<file path="src/rtl/nx_stream_arbiter_wrr_pkg.sv">
// Shared helpers for the weighted round-robin stream arbiter and its input FIFOs.
package nx_stream_arbiter_wrr_pkg;

  // base < n and step <= n, so a single conditional subtract wraps any n.
  function automatic int unsigned wrap_add(input int unsigned base,
                                           input int unsigned step,
                                           input int unsigned n);
    int unsigned s;
    s = base + step;
    return (s >= n) ? (s - n) : s;
  endfunction

endpackage

</file>
<file path="src/rtl/nx_stream_fifo.sv">
// Per-input beat buffer: power-of-2 depth ring with occupancy count, no push/pop bypass.
module nx_stream_fifo
  import nx_stream_arbiter_wrr_pkg::*;
#(
  parameter int STREAM_WIDTH = 32,
  parameter int DEPTH        = 2,
  localparam int AW          = $clog2(DEPTH),
  localparam int CW          = AW + 1
) (
  input  logic                    clk_i,
  input  logic                    rst_i,
  input  logic [STREAM_WIDTH-1:0] wr_data,
  input  logic                    wr_valid,
  output logic                    wr_ready,
  output logic [STREAM_WIDTH-1:0] rd_data,
  input  logic                    rd_en,
  output logic [CW-1:0]           count
);

  logic [STREAM_WIDTH-1:0] mem [DEPTH];
  logic [AW-1:0]           wr_ptr;
  logic [AW-1:0]           rd_ptr;
  logic                    push;
  logic                    pop;

  // Ready ignores a same-cycle pop so a full FIFO never accepts while draining.
  assign wr_ready = rst_i && (count != CW'(DEPTH));
  assign push     = wr_valid && wr_ready;
  assign pop      = rd_en && (count != '0);
  assign rd_data  = mem[rd_ptr];

  always_ff @(posedge clk_i) begin
    if (!rst_i) begin
      wr_ptr <= '0;
      rd_ptr <= '0;
      count  <= '0;
    end else begin
      if (push) wr_ptr <= wr_ptr + AW'(1);
      if (pop)  rd_ptr <= rd_ptr + AW'(1);
      count <= count + CW'(push) - CW'(pop);
    end
  end

  always_ff @(posedge clk_i) begin
    if (push) mem[wr_ptr] <= wr_data;
  end

endmodule

</file>
<file path="src/rtl/nx_stream_arbiter_wrr.sv">
// Merges INPUTS buffered streams into one, granting by weighted round-robin
// (weight+1 consecutive beats per grant); arb_dir_o tags each beat's source.
module nx_stream_arbiter_wrr
  import nx_stream_arbiter_wrr_pkg::*;
#(
  parameter int STREAM_WIDTH = 32,
  parameter int INPUTS       = 4,
  parameter int FIFO_DEPTH   = 2,
  parameter int WEIGHT_WIDTH = 3,
  parameter int IDX_WIDTH    = $clog2(INPUTS)
) (
  input  logic                           clk_i,
  input  logic                           rst_i,
  input  logic [INPUTS*STREAM_WIDTH-1:0] in_data_i,
  input  logic [INPUTS-1:0]              in_valid_i,
  output logic [INPUTS-1:0]              in_ready_o,
  input  logic [INPUTS*WEIGHT_WIDTH-1:0] weight_i,
  output logic [STREAM_WIDTH-1:0]        arb_data_o,
  output logic [IDX_WIDTH-1:0]           arb_dir_o,
  output logic                           arb_valid_o,
  input  logic                           arb_ready_i,
  output logic                           idle_o
);

  localparam int CW = $clog2(FIFO_DEPTH) + 1;

  logic [CW-1:0]           cnt  [INPUTS];
  logic [STREAM_WIDTH-1:0] head [INPUTS];
  logic [INPUTS-1:0]       pop_sel;
  logic [INPUTS-1:0]       nonempty;
  logic [INPUTS-1:0]       avail;

  logic [IDX_WIDTH-1:0]    choice_q, choice_d, pick;
  logic                    locked_q, locked_d, found;
  logic [WEIGHT_WIDTH-1:0] beats_q, beats_d, cur_weight;
  logic [IDX_WIDTH-1:0]    scan_idx;
  logic                    hs;

  assign arb_valid_o = rst_i && locked_q;
  assign hs          = arb_valid_o && arb_ready_i;
  assign arb_dir_o   = rst_i ? choice_q : '0;
  assign arb_data_o  = head[choice_q];
  assign cur_weight  = weight_i[int'(choice_q)*WEIGHT_WIDTH +: WEIGHT_WIDTH];
  assign idle_o      = !rst_i || ((nonempty == '0) && !locked_q);

  for (genvar i = 0; i < INPUTS; i++) begin : g_in
    assign pop_sel[i]  = hs && (choice_q == IDX_WIDTH'(i));
    assign nonempty[i] = (cnt[i] != '0);
    // Occupancy after this cycle's pop; a same-cycle push is deliberately not counted.
    assign avail[i]    = (cnt[i] > CW'(pop_sel[i]));

    nx_stream_fifo #(
      .STREAM_WIDTH (STREAM_WIDTH),
      .DEPTH        (FIFO_DEPTH)
    ) u_fifo (
      .clk_i    (clk_i),
      .rst_i    (rst_i),
      .wr_data  (in_data_i[i*STREAM_WIDTH +: STREAM_WIDTH]),
      .wr_valid (in_valid_i[i]),
      .wr_ready (in_ready_o[i]),
      .rd_data  (head[i]),
      .rd_en    (pop_sel[i]),
      .count    (cnt[i])
    );
  end

  always_comb begin
    choice_d = choice_q;
    locked_d = locked_q;
    beats_d  = beats_q;
    found    = 1'b0;
    pick     = choice_q;
    scan_idx = '0;
    // The current holder is visited last, giving every other input a turn first.
    for (int k = 1; k <= INPUTS; k++) begin
      scan_idx = IDX_WIDTH'(wrap_add(32'(choice_q), unsigned'(k), unsigned'(INPUTS)));
      if (!found && avail[scan_idx]) begin
        found = 1'b1;
        pick  = scan_idx;
      end
    end
    if (!locked_q || hs) begin
      if (hs && (beats_q < cur_weight) && avail[choice_q]) begin
        beats_d = beats_q + WEIGHT_WIDTH'(1);
      end else if (found) begin
        choice_d = pick;
        locked_d = 1'b1;
        beats_d  = '0;
      end else begin
        locked_d = 1'b0;
      end
    end
  end

  always_ff @(posedge clk_i) begin
    if (!rst_i) begin
      choice_q <= '0;
      locked_q <= 1'b0;
      beats_q  <= '0;
    end else begin
      choice_q <= choice_d;
      locked_q <= locked_d;
      beats_q  <= beats_d;
    end
  end

endmodule

</file>
<file path="config.mk">
export PLATFORM = sky130hd
export DESIGN_NAME = nx_stream_arbiter_wrr
export DESIGN_NICKNAME = d
export VERILOG_FILES = /design/src/rtl/nx_stream_arbiter_wrr_pkg.sv /design/src/rtl/nx_stream_fifo.sv /design/src/rtl/nx_stream_arbiter_wrr.sv
export SDC_FILE = /design/constraint.sdc
export NUM_CORES = 1
export LEC_CHECK = 0
export BUFFER_PORTS_ARGS = -buffer_cell sky130_fd_sc_hd__buf_2
export CELL_PAD_IN_SITES_DETAIL_PLACEMENT = 0
export CELL_PAD_IN_SITES_GLOBAL_PLACEMENT = 1
export CORE_MARGIN = 5
export CORE_UTILIZATION = 44
export CTS_CLUSTER_SIZE = 30
export DETAILED_ROUTE_END_ITERATION = 6
export PLACE_DENSITY = 0.87
export SLEW_MARGIN = 10
export SYNTH_ARGS = -nofsm -noshare
export SYNTH_HDL_FRONTEND = slang
export SYNTH_HIERARCHICAL = 1
export SYNTH_SLANG_ARGS = --single-unit
</file>
<file path="constraint.sdc">
create_clock -name clk_i -period 3 [get_ports clk_i]
set_clock_uncertainty 0.2 [all_clocks]
set_input_delay 0.15 -clock clk_i [delete_from_list [all_inputs] [get_ports clk_i]]
set_output_delay 0.15 -clock clk_i [all_outputs]
set_load 0.05 [all_outputs]
</file>
# Word-level counts from Yosys, hierarchy flattened
# Memory sizes are Yosys's and may differ from the RTL's. A register that Yosys moved wholly into a read port is not among the register bits.
# Cells that the tools add are included.
dict set report totals {
  reg_bits 22
  latch_bits 0
  mem_bits_rw 256
  rom_bits 0
  in_bits 147
  out_inout_bits 40
  mem_count 4
}
dict set report classes {
  add_sub_neg 25
  multipliers 1
  div 0
  magnitude_cmp 15
  eq_ne 7
  shifts 1
  muxes 45
  bitwise 2
  n_reduce_logical 42
}
# name depth word_bits rd rd_clocked_by_memory_dff wr line_no
set memory_table {}
lappend memory_table {{g_in[0].u_fifo.mem} 2 32 1 1 1 nx_stream_fifo.sv:20} ;# logic [STREAM_WIDTH-1:0] mem [DEPTH];
lappend memory_table {{g_in[1].u_fifo.mem} 2 32 1 1 1 nx_stream_fifo.sv:20}
lappend memory_table {{g_in[2].u_fifo.mem} 2 32 1 1 1 nx_stream_fifo.sv:20}
lappend memory_table {{g_in[3].u_fifo.mem} 2 32 1 1 1 nx_stream_fifo.sv:20}
# op n
set ops {}
lappend ops {{binary-select mux 32 bit (select 2 bit)} 1}
lappend ops {{2-to-1 mux 32 bit} 2}
lappend ops {{2-to-1 mux 1 bit} 26}
lappend ops {{logical AND 1 bit} 24}
lappend ops {{2-to-1 mux 2 bit} 9}
lappend ops {{less-than comparator 2 x 3 -> 1 bit (second input constant)} 5}
lappend ops {{greater-or-equal comparator 3 bit (second input constant)} 4}
lappend ops {{indexed part select 12 x 5 -> 3 bit} 1}
lappend ops {{binary-select mux 1 bit (select 2 bit)} 5}
lappend ops {{nonzero test 2 bit} 5}
lappend ops {{adder 1 bit (second input constant)} 8}
lappend ops {{adder 2 x 1 -> 2 bit} 4}
lappend ops {{greater-than comparator 2 x 1 -> 1 bit} 4}
lappend ops {{!= test 2 bit (second input constant)} 4}
lappend ops {{subtractor 2 x 1 -> 2 bit} 4}
lappend ops {{subtractor 2 x 1 -> 2 bit (second input constant)} 4}
lappend ops {{adder 2 x 2 -> 3 bit (second input constant)} 2}
lappend ops {{2-to-1 mux 3 bit} 2}
lappend ops {{zero test 1 bit} 5}
lappend ops {{adder 2 x 3 -> 4 bit (second input constant)} 1}
lappend ops {{equality test 2 bit (second input constant)} 2}
lappend ops {{greater-or-equal comparator 4 x 3 -> 1 bit (second input constant)} 1}
lappend ops {{zero test 4 bit} 1}
lappend ops {{multiplier 2 x 2 -> 4 bit (second input constant)} 1}
lappend ops {{other kinds (11)} 13}

# Logic depth before layout (Yosys ltp)
# Gate-level depths: netlist of run 1.
dict set report logic_depth {
  word_depth 18
  mapped_depth 11
  mapped_depth_nobuf 10
}

# Cells and area by module
# Netlist of run 1, hierarchy kept.
# module instances cells_each area_per_inst_um2 seq_area_each_um2
set modules_own_cells {}
lappend modules_own_cells {nx_stream_fifo 4 124 2697.6 2021.9}
lappend modules_own_cells {nx_stream_arbiter_wrr 1 133 1634.1 120.1}

# Worst setup path before layout of run 1
# Ideal clock, no wire load.
dict set report synth_timing {
  path_type {register to register}
  from {register choice_q[0]}
  to {register choice_q[0]}
  setup_ps 123
  arrival_ps 2635
  setup_slack_ps 42
  path_stages_with_launch 11
  cell_sequence {dfxtp_1 > buf_6 > inv_1 > ha_1 > and2_1 > ha_1 > o21ba_2 > mux4_2 > a311oi_4 > nor4b_1 > mux2_1}
}
dict set report synth_via {
  elab_chain_len 16
  word_cells_on_any_way 60
}
# item line_no
set synth_rtl {}
lappend synth_rtl {{from (decl)} nx_stream_arbiter_wrr.sv:33} ;# logic [IDX_WIDTH-1:0] choice_q, choice_d, pick;
lappend synth_rtl {{from (signal assigned)} nx_stream_arbiter_wrr.sv:101} ;# choice_q <= choice_d;
lappend synth_rtl {{zero test 2 bit (*)} nx_stream_arbiter_wrr.sv:47} ;# assign pop_sel[i] = hs && (choice_q == IDX_WIDTH'(i));
lappend synth_rtl {{logical AND 1 bit (*)} nx_stream_arbiter_wrr.sv:47}
lappend synth_rtl {{named net pop_sel[0]} nx_stream_arbiter_wrr.sv:29} ;# logic [INPUTS-1:0] pop_sel;
lappend synth_rtl {{greater-than comparator 2 x 1 -> 1 bit (*)} nx_stream_arbiter_wrr.sv:50} ;# assign avail[i] = (cnt[i] > CW'(pop_sel[i]));
lappend synth_rtl {{binary-select mux 1 bit (select 2 bit)} nx_stream_arbiter_wrr.sv:77} ;# if (!found && avail[scan_idx]) begin
lappend synth_rtl {{2-to-1 mux 1 bit (implied by the code)} nx_stream_arbiter_wrr.sv:77}
lappend synth_rtl {{2-to-1 mux 1 bit} nx_stream_arbiter_wrr.sv:77}
lappend synth_rtl {{zero test 1 bit} nx_stream_arbiter_wrr.sv:77}
lappend synth_rtl {{logical AND 1 bit} nx_stream_arbiter_wrr.sv:77}
lappend synth_rtl {{2-to-1 mux 1 bit} nx_stream_arbiter_wrr.sv:77}
lappend synth_rtl {{zero test 1 bit} nx_stream_arbiter_wrr.sv:77}
lappend synth_rtl {{logical AND 1 bit} nx_stream_arbiter_wrr.sv:77}
lappend synth_rtl {{2-to-1 mux 1 bit} nx_stream_arbiter_wrr.sv:77}
lappend synth_rtl {{zero test 1 bit} nx_stream_arbiter_wrr.sv:77}
lappend synth_rtl {{logical AND 1 bit} nx_stream_arbiter_wrr.sv:77}
lappend synth_rtl {{nonzero test 4 bit (no line) / 2-to-1 mux 1 bit (equally long branches)} n/a}
lappend synth_rtl {{AND reduction 4 bit (no line)} n/a}
# Mark *: on every way through the listed nets, which the timed path passes. The rest lies on a longest branch. The select of a mux whose other input is x is not followed.
# A chain may end at the register's enable or synchronous reset.

# Final worst setup path of run 1
dict set report layout_timing {
  from {register choice_q[1]}
  to {register choice_q[0]}
}
# The elaborated chain is that of the path after synthesis.

==> results.toml, run 1 <==
[global_routing]
initial_antenna_violation_count = 1
grt_start_max_net_pins = 41
grt_use_total_pct = 18.4
grt_first_pass_wirelength_microns = 44000
first_global_vias = 7704
grt.overflow.total = 0

[drt]
detail-route-antenna-nets = 0
remaining_drc_errors = 0
detail_route.iter0.violations = 393
drt_first_pass_iters = 4
overall_via_count_from_detail_route = 6963
drt-wirelength-per-cell_microns = 21.3
routed_via_density = 5.04
routed_wl_microns = 29400

[clocking]
ctsLongestPathBuffers = 3
path_clk_slew_ns = 0.06
cts_tree = "built"
clock_tree.htree_level_count = 1
clock_latency_ns = 0.53
clk_root_buffer_cell = "clkbuf_16"
numClockSinks = 282
tritoncts.num_buffers = 29

[power]
total_leakage_power_uw = 0.00603
irDropWorstVdd_mv = 0.636
power-per-cell-area_nw_per_um2 = 632

[placement]
place.detailed.instances = 1194
dp.final_hpwl_microns = 18500
routabilityCongestion = 0.777
portBuffers = 186

[worst_setup_path]
path_common_cell = "ha_1"
cpLargestDelayFamily = "multiplexers"
critical_path_class = "register to register"
startpoint_kind_of_the_worst_setup_timing_path = "register"
critical_path.cell_chain = "inv_1 > ha_1 > and2_1 > ha_1 > o21ba_2 > mux4_2 > a311oi_4 > nor4b_1 > mux2_1"
worstPathMaxFanout = 7
crit_path_top_delay_cell = "mux4_2"
worstPathArrival_ns = 3.09
cp-end-kind = "register"
crit_buf_inv = 1
critical-path-max-stage-delay_ns = 0.51
worst_path_required_ns = 3.22

[sta]
achievable-frequency_mhz = 348
grt_setup_unrepaired = "false"
min_period_ns = 2.87
worstMarginPinSlew_ns = 0.539
setup-violations-final = 0
hold-worst-slack_ns = 0.0737
post_route_clock_period_utilization_pct = 95.7
finalHoldViolations = 0
drv_slew = 0
totalNegativeSetupSlack_ns = 0
slew_headroom_pct = 63.8

[logic_synthesis]
syn-num-nets = 795
syn-cell-area_sq_um = 12400
yosys-top-cells-area = "edfxtp_1, mux2_4, mux4_2"
yosysMostFrequentCell = "edfxtp_1"
yosys.area.top_type_share_pct = 61.9
synth.largest_area_cell = "edfxtp_1"
synth-seq-area-share_pct = 66.1
yosys_most_used_dff = "edfxtp_1"
synth_seq_cells = 282
synthCells = 629
post_synth_most_frequent_cells = "edfxtp_1, mux2_4, mux4_2"
synth_area_per_cell_sq_um = 19.8
yosys.cell_types.count = 43
yosys_warnings = 6
synth_enable_flop_cells = 256
share_of_flip_flops_with_an_asynchronous_set_or_reset_after_synthesis_pct = 0

[run]
cap_viol_max_count = 0

[final_layout]
share_of_the_core_filled_with_cells_pct = 57.7
areaGrowthSynthToFinish_pct = 29.3
layout.filler_cells = 2106
final-instance-count-excl-fill = 1381
layout-drive-gt1-share_pct = 43.9
design.final.nets = 1148

[die]
die_ar_sq_um = 31700
ioPinCount = 187
die_h_microns = 178
rows = 61
initial_core_util_pct = 44.6
design.core.area_sq_um = 27900
die_width_microns = 178

[run_status]
status = "completed"

[min_path]
min-delay-path-class = "primary input to register"
==> final cells by class <==
class	count	area (sq um)	area share, %
Sequential cell	282	8220	51.2
Clock buffer	33	741	4.61
Timing Repair Buffer	348	2530	15.8
Tap cell	378	473	2.94
Multi-Input combinational cell	309	3870	24.1
Clock inverter	18	179	1.11
Antenna cell	1	2.50	0.0156
Inverter	12	45.0	0.280
==> power breakdown <==
group / switching [uW] / internal [uW]
sequential: 70.8 / 4480
combinational: 1270 / 864
clock: 1440 / 2030
==> flip-flops by register name, summed over array words and instances, names as in the netlist, named ones only <==
| name | cells |
|---|---|
| choice_q | 2 |
| g_in.u_fifo/count | 8 |
| g_in.u_fifo/rd_ptr | 4 |
| g_in.u_fifo/wr_ptr | 4 |
| beats_q | 3 |
| locked_q | 1 |
| g_in.u_fifo/mem | 256 |
==> cell usage in the layout (no fill, tap or decap), types with 14 or more instances in the layout <==
master	Yosys	routed
clkbuf_16	0	29
buf_4	0	25
buf_2	4	186
edfxtp_1	256	256
mux4_2	37	37
mux2_4	120	120
dfxtp_1	26	20
ha_1	19	19
and2_1	19	19
dlygate4sd3_1	0	133
nor2b_1	14	14
==> worst reg2reg max path, stage by stage (launching register included) <==
cell	delay [ns]
dfxtp_4	0.39
inv_1	0.10
ha_1	0.19
and2_1	0.15
ha_1	0.28
o21ba_2	0.25
mux4_2	0.51
a311oi_4	0.28
nor4b_1	0.11
mux2_1	0.31
==> worst paths after layout <==
| check | depth (start not counted) | end | slack, ns | startpoint |
|---|---|---|---|---|
| setup reg to reg | 9 | choice_q[0] | 0.13 | choice_q[1] |
| hold / removal | 3 | locked_q | 0.07 | arb_ready_i |
| setup / recovery | 9 | choice_q[0] | 0.13 | choice_q[1] |
| hold reg to reg | 1 | g_in[1].u_fifo/wr_ptr | 0.31 | g_in[1].u_fifo/wr_ptr |
==> logic make-up after synthesis <==
kind of cell | after synthesis | share of synthesized area (%)
flops | 282 | 66.1
simple gates | 70 | 3.21
buf+inv | 38 | 3.06
xor+xnor | 12 | 0.846
compound gates | 37 | 2.34
mux | 171 | 22.6
fa+ha+maj | 19 | 1.91
==> layer usage <==
layer,track usage (%),vias to the layer above,share of wire (%)
met2,33.9,218,53
met3,3.65,45,6.2
met5,0,-,0
met4,4.42,0,1.9
met1,22.1,3513,39
li1,-,3187,-
==> per-stage QoR <==
stage / total power [uW] / instance area, sq um / setup slack, ns
6_report: 10200 / 16100 / 0.130
5_1_grt: 10500 / 16100 / 0.00395
4_1_cts: 10200 / 16000 / 0.0361
3_5_place_dp: 6620 / 13800 / 0.0492
2_1_floorplan: 6060 / 12400 / 0.0417
3_3_place_gp: 6580 / 13800 / 0.117
==> repair_timing <==
item / CTS / global route
endpoints found under the hold margin: 287 / 0
endpoints found under the setup margin: 0 / 3
setup buffers: 0 / 2
gates resized for setup: 0 / 1
hold buffers: 133 / 0
Note: power is estimated with default switching activity, not from simulation.
==> run 2, diff against run 1 <==
--- a/config.mk
+++ b/config.mk
@@ -6,13 +6,13 @@
 export NUM_CORES = 1
 export LEC_CHECK = 0
 export BUFFER_PORTS_ARGS = -buffer_cell sky130_fd_sc_hd__buf_2
-export CELL_PAD_IN_SITES_DETAIL_PLACEMENT = 0
-export CELL_PAD_IN_SITES_GLOBAL_PLACEMENT = 1
+export CELL_PAD_IN_SITES_DETAIL_PLACEMENT = 1
+export CELL_PAD_IN_SITES_GLOBAL_PLACEMENT = 2
 export CORE_MARGIN = 5
-export CORE_UTILIZATION = 44
+export CORE_UTILIZATION = 39
 export CTS_CLUSTER_SIZE = 30
 export DETAILED_ROUTE_END_ITERATION = 6
-export PLACE_DENSITY = 0.87
+export PLACE_DENSITY = 0.88
 export SLEW_MARGIN = 10
 export SYNTH_ARGS = -nofsm -noshare
 export SYNTH_HDL_FRONTEND = slang
==> results.toml, run 2 (same netlist as run 1, synthesis figures left out) <==
[run_status]
status = "completed"

[worst_setup_path]
crit_path_top_delay_cell = "mux4_2"
r2r_setup_slack_ns = 0.10
worstPathArrival_ns = 3.13
critical_path.cell_chain = "inv_1 > ha_1 > and2_1 > ha_1 > o21ba_2 > mux4_2 > a311oi_4 > nor4b_1 > mux2_1"
cpLargestDelayFamily = "multiplexers"
regToRegEndpoint = "choice_q[0]"
critical_path_class = "register to register"
worstPathMaxFanout = 6
crit_buf_inv = 1
startpoint_kind_of_the_worst_setup_timing_path = "register"
worst_path_required_ns = 3.23
critical-path-max-stage-delay_ns = 0.51
r2r-start = "choice_q[1]"
worst-r2r-cell-count = 9
critical_path.startpoint = "choice_q[1]"
cp-end-kind = "register"
path_common_cell = "ha_1"

[final_layout]
areaGrowthSynthToFinish_pct = 29.3
most-common-layout-cells = "edfxtp_1, buf_2, dlygate4sd3_1"
layout-drive-gt1-share_pct = 43.4
final-instance-count-excl-fill = 1406
largest-register = "g_in.u_fifo/mem"
largest_register_ff_count = 256
design.final.nets = 1145
layout_top_registers = "g_in.u_fifo/mem (256), g_in.u_fifo/count (8)"
mostFrequentLayoutCell = "edfxtp_1"

[drt]
routed_wl_microns = 33400
wl_met2_microns = 18300
routed_via_density = 4.97
drt_first_pass_iters = 4
overall_via_count_from_detail_route = 6992
drt-wirelength-per-cell_microns = 23.7
detail-route-antenna-nets = 0
wl_met3_microns = 1440
wl_met1_microns = 12900
highest-signal-layer = "met5"
detail_route.iter0.violations = 358
remaining_drc_errors = 0

[global_routing]
first_global_vias = 8157
grt_first_pass_wirelength_microns = 49700
initial_antenna_violation_count = 2
grt_start_max_net_pins = 41
grt_use_total_pct = 18.4
grt.overflow.total = 0

[clocking]
numClockSinks = 282
post-cts-setup-buffers = 0
cts_tree = "built"
clk_root_buffer_cell = "clkbuf_16"
clock_latency_ns = 0.54
clock_tree.htree_level_count = 1
path_clk_slew_ns = 0.06
ctsLongestPathBuffers = 3
tritoncts.num_buffers = 31

[sta]
totalNegativeSetupSlack_ns = 0
min_period_ns = 2.90
finalHoldViolations = 0
hold-worst-slack_ns = 0.0452
grt_setup_unrepaired = "false"
slew_headroom_pct = 58.7
post_route_clock_period_utilization_pct = 96.6
worstMarginPinSlew_ns = 0.620
setup-violations-final = 0
drv_slew = 0
achievable-frequency_mhz = 345

[die]
initial_core_util_pct = 39.5
die_h_microns = 188
design.core.area_sq_um = 31500
die_ar_sq_um = 35500
ioPinCount = 187
rows = 65
die_width_microns = 188

[power]
power-per-cell-area_nw_per_um2 = 628
irDropWorstVdd_mv = 0.629
total_leakage_power_uw = 0.00600

[min_path]
hp-start = "arb_ready_i"
whs_endpoint = "locked_q"
hold-path-cell-count = 3
min-delay-path-class = "primary input to register"

[placement]
dp.final_hpwl_microns = 20700
portBuffers = 186
routabilityCongestion = 0.780
place.detailed.instances = 1215

[run]
cap_viol_max_count = 0
run 2: changes by cell type in the layout (fill, tap and decap cells not counted), moves of 3 or more:
cell	previous run	this run
bufinv_16	3	0
clkinv_4	3	0
clkinv_2	4	7
buf_12	4	7
buf_4	25	16
clkbuf_1	4	9
run 2: power breakdown:
group	switching [uW]	internal [uW]	leakage, uW	total (uW)
combinational	1300	856	0.00300	2160
sequential	81.3	4480	0.00256	4560
clock	1480	1890	0.000436	3370
total	2860	7230	0.00600	10100
run 2: worst max-delay path by stage:
stage / to / slack (ns) / cells past startpoint
2_1_floorplan: choice_q[0] / 0.04 / 10
3_5_place_dp: choice_q[0] / 0.06 / 9
3_3_place_gp: choice_q[0] / 0.10 / 9
4_1_cts: choice_q[0] / 0.06 / 9
6_report: choice_q[0] / 0.10 / 9
5_1_grt: choice_q[1] / 0.006 / 9
run 2: what timing repair did:
item	in CTS	in global routing
hold buffers	133	0
resized for setup	0	1
endpoints found under the setup margin	0	3
endpoints found under the hold margin	280	0
run 2: layout make-up:
type / count / area (sq um)
fill: 2970 / 15400
inverter: 12 / 45.0
sequential: 282 / 8220
clock inverter: 17 / 85.1
tap: 402 / 503
antenna: 1 / 2.50
multi-input combinational: 309 / 3870
clock buffer: 40 / 810
timing repair buffer: 343 / 2530
run 2: worst register-to-register path, stage by stage, from the launching register on:
cell and delay, ns:
dfxtp_2 0.39, inv_1 0.12, ha_1 0.19, and2_1 0.15, ha_1 0.29, o21ba_2 0.25
mux4_2 0.51, a311oi_4 0.26, nor4b_1 0.11, mux2_1 0.31
run 2: layer usage:
metal | GRT usage, % | up-vias
li1 | - | 3190
met1 | 21.4 | 3565
met2 | 35.6 | 189
met3 | 2.69 | 46
met4 | 4.48 | 2
met5 | 0 | -
run 2: metrics by stage:
step | utilization [%] | power [uW] | instance area [sq um] | setup slack (ns)
2_1_floorplan | - | 6060 | 12400 | 0.0417
3_3_place_gp | 44.0 | 6600 | 13800 | 0.101
3_5_place_dp | 44.0 | 6660 | 13800 | 0.0637
4_1_cts | 51.0 | 10200 | 16100 | 0.0576
5_1_grt | 51.1 | 10500 | 16100 | 0.00635
6_report | 51.1 | 10100 | 16100 | 0.101
==> run 3, diff against run 2 <==
--- a/config.mk
+++ b/config.mk
@@ -5,7 +5,7 @@
 export SDC_FILE = /design/constraint.sdc
 export NUM_CORES = 1
 export LEC_CHECK = 0
-export BUFFER_PORTS_ARGS = -buffer_cell sky130_fd_sc_hd__buf_2
+export BUFFER_PORTS_ARGS = -buffer_cell sky130_fd_sc_hd__buf_4
 export CELL_PAD_IN_SITES_DETAIL_PLACEMENT = 1
 export CELL_PAD_IN_SITES_GLOBAL_PLACEMENT = 2
 export CORE_MARGIN = 5
==> results.toml, run 3 (same netlist as run 1, synthesis figures left out) <==
[drt]
remaining_drc_errors = 0
overall_via_count_from_detail_route = 7099
routed_via_density = 5.05
detail-route-antenna-nets = 0
detail_route.iter0.violations = 264
drt-wirelength-per-cell_microns = 24.1
drt_first_pass_iters = 7
routed_wl_microns = 33900

[worst_setup_path]
worst_path_required_ns = 3.22
r2r-start = "choice_q[0]"
critical-path-max-stage-delay_ns = 0.50
crit_cells = 9
critical_path_class = "register to register"
critical_path.cell_chain = "inv_1 > ha_1 > and2_1 > ha_1 > o21ba_2 > mux4_2 > a311oi_4 > nor3b_2 > mux2_1"
path_common_cell = "ha_1"
endpoint = "choice_q[1]"
worstPathArrival_ns = 3.15
crit_buf_inv = 1
r2r_setup_slack_ns = 0.08
worst-r2r-cell-count = 9
critical_path.startpoint = "choice_q[0]"
startpoint_kind_of_the_worst_setup_timing_path = "register"
worstPathMaxFanout = 4
cpLargestDelayFamily = "multiplexers"
cp-end-kind = "register"
crit_path_top_delay_cell = "mux4_2"
regToRegEndpoint = "choice_q[1]"

[die]
die_ar_sq_um = 35500
die_h_microns = 188
ioPinCount = 187
rows = 65
initial_core_util_pct = 39.5
design.core.area_sq_um = 31500
die_width_microns = 188

[final_layout]
share_of_the_core_filled_with_cells_pct = 53.0
largest_register_ff_count = 256
areaGrowthSynthToFinish_pct = 34.2
most-common-layout-cells = "edfxtp_1, buf_4, dlygate4sd3_1"
largest-register = "g_in.u_fifo/mem"
final-instance-count-excl-fill = 1405
layout-drive-gt1-share_pct = 44.6
design.final.nets = 1150
layout.filler_cells = 2852
mostFrequentLayoutCell = "edfxtp_1"
fin_area_sq_um = 16700
layout_top_registers = "g_in.u_fifo/mem (256), g_in.u_fifo/count (8)"

[sta]
slew_headroom_pct = 55.8
post_route_clock_period_utilization_pct = 97.4
achievable-frequency_mhz = 342
drv_slew = 0
finalHoldViolations = 0
setup-violations-final = 0
worstMarginPinSlew_ns = 0.658
finalWorstSetupSlack_ns = 0.0785
min_period_ns = 2.92

[power]
internal_power_uw = 7640
power_switching_uw = 2930
total_power_uw = 10600
clkPwrFrac_pct = 34.5
sw_frac_of_total_pct = 27.7
power-per-cell-area_nw_per_um2 = 634
irDropWorstVdd_mv = 0.450
total_leakage_power_uw = 0.00622
power_frac_seq_pct = 43.1
pwr-share-comb_pct = 22.4

[clocking]
numClockSinks = 282
clk_root_buffer_cell = "clkbuf_16"
cts_tree = "built"
ctsLongestPathBuffers = 3
path_clk_slew_ns = 0.06
tritoncts.num_buffers = 31
clock_latency_ns = 0.54
clock_tree.htree_level_count = 1

[global_routing]
grt_use_total_pct = 18.5
initial_antenna_violation_count = 2
grt.overflow.total = 0
grt_start_max_net_pins = 41
grt_first_pass_wirelength_microns = 50100
first_global_vias = 8196

[placement]
portBuffers = 186
dp.final_hpwl_microns = 21100
instance_area_at_placement_sq_um = 14300
place.detailed.instances = 1218
routabilityCongestion = 0.794
dp_worst_slack_ns = -0.00648

[run_status]
status = "completed"

[run]
cap_viol_max_count = 0

[min_path]
min-delay-path-class = "primary input to register"
run 3: changes by cell type in the layout (fill, tap and decap cells not counted), moves of 2 or more:
cell       previous run  this run
buf_4                16       209
buf_2               186         0
clkbuf_1              9         4
clkinv_2              7         2
bufinv_16             0         3
clkinv_1              7         4
clkinv_4              0         3
ha_1                 19        17
ha_4                  0         2
o21ba_2               3         1
o21ba_4               0         2
run 3: final cells by class:
cell class                      count  area [sq um]  area share [%]
Sequential cell                   282          8220            49.3
Multi-Input combinational cell    309          3920            23.5
Timing Repair Buffer              348          3020            18.1
Clock buffer                       35           791            4.74
Tap cell                          402           503            3.02
Clock inverter                     16           174            1.04
Inverter                           12          45.0           0.270
Antenna cell                        1          2.50          0.0150
run 3: power by group through the flow:
stage	clock network (uW)	logic [uW]	registers, uW
detailed placement	0	2170	4650
global route	3920	2490	4570
finish	3650	2370	4550
CTS	3740	2320	4560
global placement	0	2130	4630
floorplan	0	1450	4610
run 3: how the worst min path moves through the flow:
stage / end / startpoint / cells after the start / slack, ns
floorplan: g_in[0].u_fifo/mem[0][0] / in_data_i[0] / 0 / 0.05
global placement: g_in[3].u_fifo/mem[1][1] / in_data_i[97] / 1 / 0.14
detailed placement: g_in[2].u_fifo/mem[0][25] / in_data_i[89] / 1 / 0.14
CTS: locked_q / arb_ready_i / 3 / 0.04
global route: locked_q / arb_ready_i / 3 / 0.1
finish: locked_q / arb_ready_i / 3 / 0.09
run 3: layer usage:
| metal | up-vias | global-route usage, % | wire length [microns] |
|---|---|---|---|
| met2 | 181 | 35.8 | 18700 |
| met4 | 2 | 4.96 | 870 |
| met5 | - | 0 | 7 |
| met3 | 55 | 2.54 | 1250 |
| met1 | 3675 | 21.4 | 13100 |
| li1 | 3186 | - | - |
run 3: metrics by stage:
step / setup TNS, ns / hold slack, ns
6_report: 0 / 0.0904
5_1_grt: -0.0198 / 0.0950
3_5_place_dp: -0.00648 / 0.138
4_1_cts: 0 / 0.0434
3_3_place_gp: 0 / 0.136
2_1_floorplan: 0 / 0.0489
run 3: worst register-to-register path: cells and delay by family (launching register included):
| kind | cells | cell delay, ns |
|---|---|---|
| compound gates | 2 | 0.59 |
| fa+ha+maj | 2 | 0.49 |
| buf+inv | 1 | 0.07 |
| flops | 1 | 0.35 |
| mux | 2 | 0.85 |
| simple gates | 2 | 0.25 |
run 3: what timing repair did:
| item | CTS | global route |
|---|---|---|
| hold buffers | 133 | 0 |
| cloned | 0 | 0 |
| resized for setup | 0 | 8 |
| buffers inserted | 0 | 2 |
| endpoints found under the setup margin | 2 | 3 |
| pin swaps | 1 | 2 |
| hold endpoints to repair | 284 | 0 |
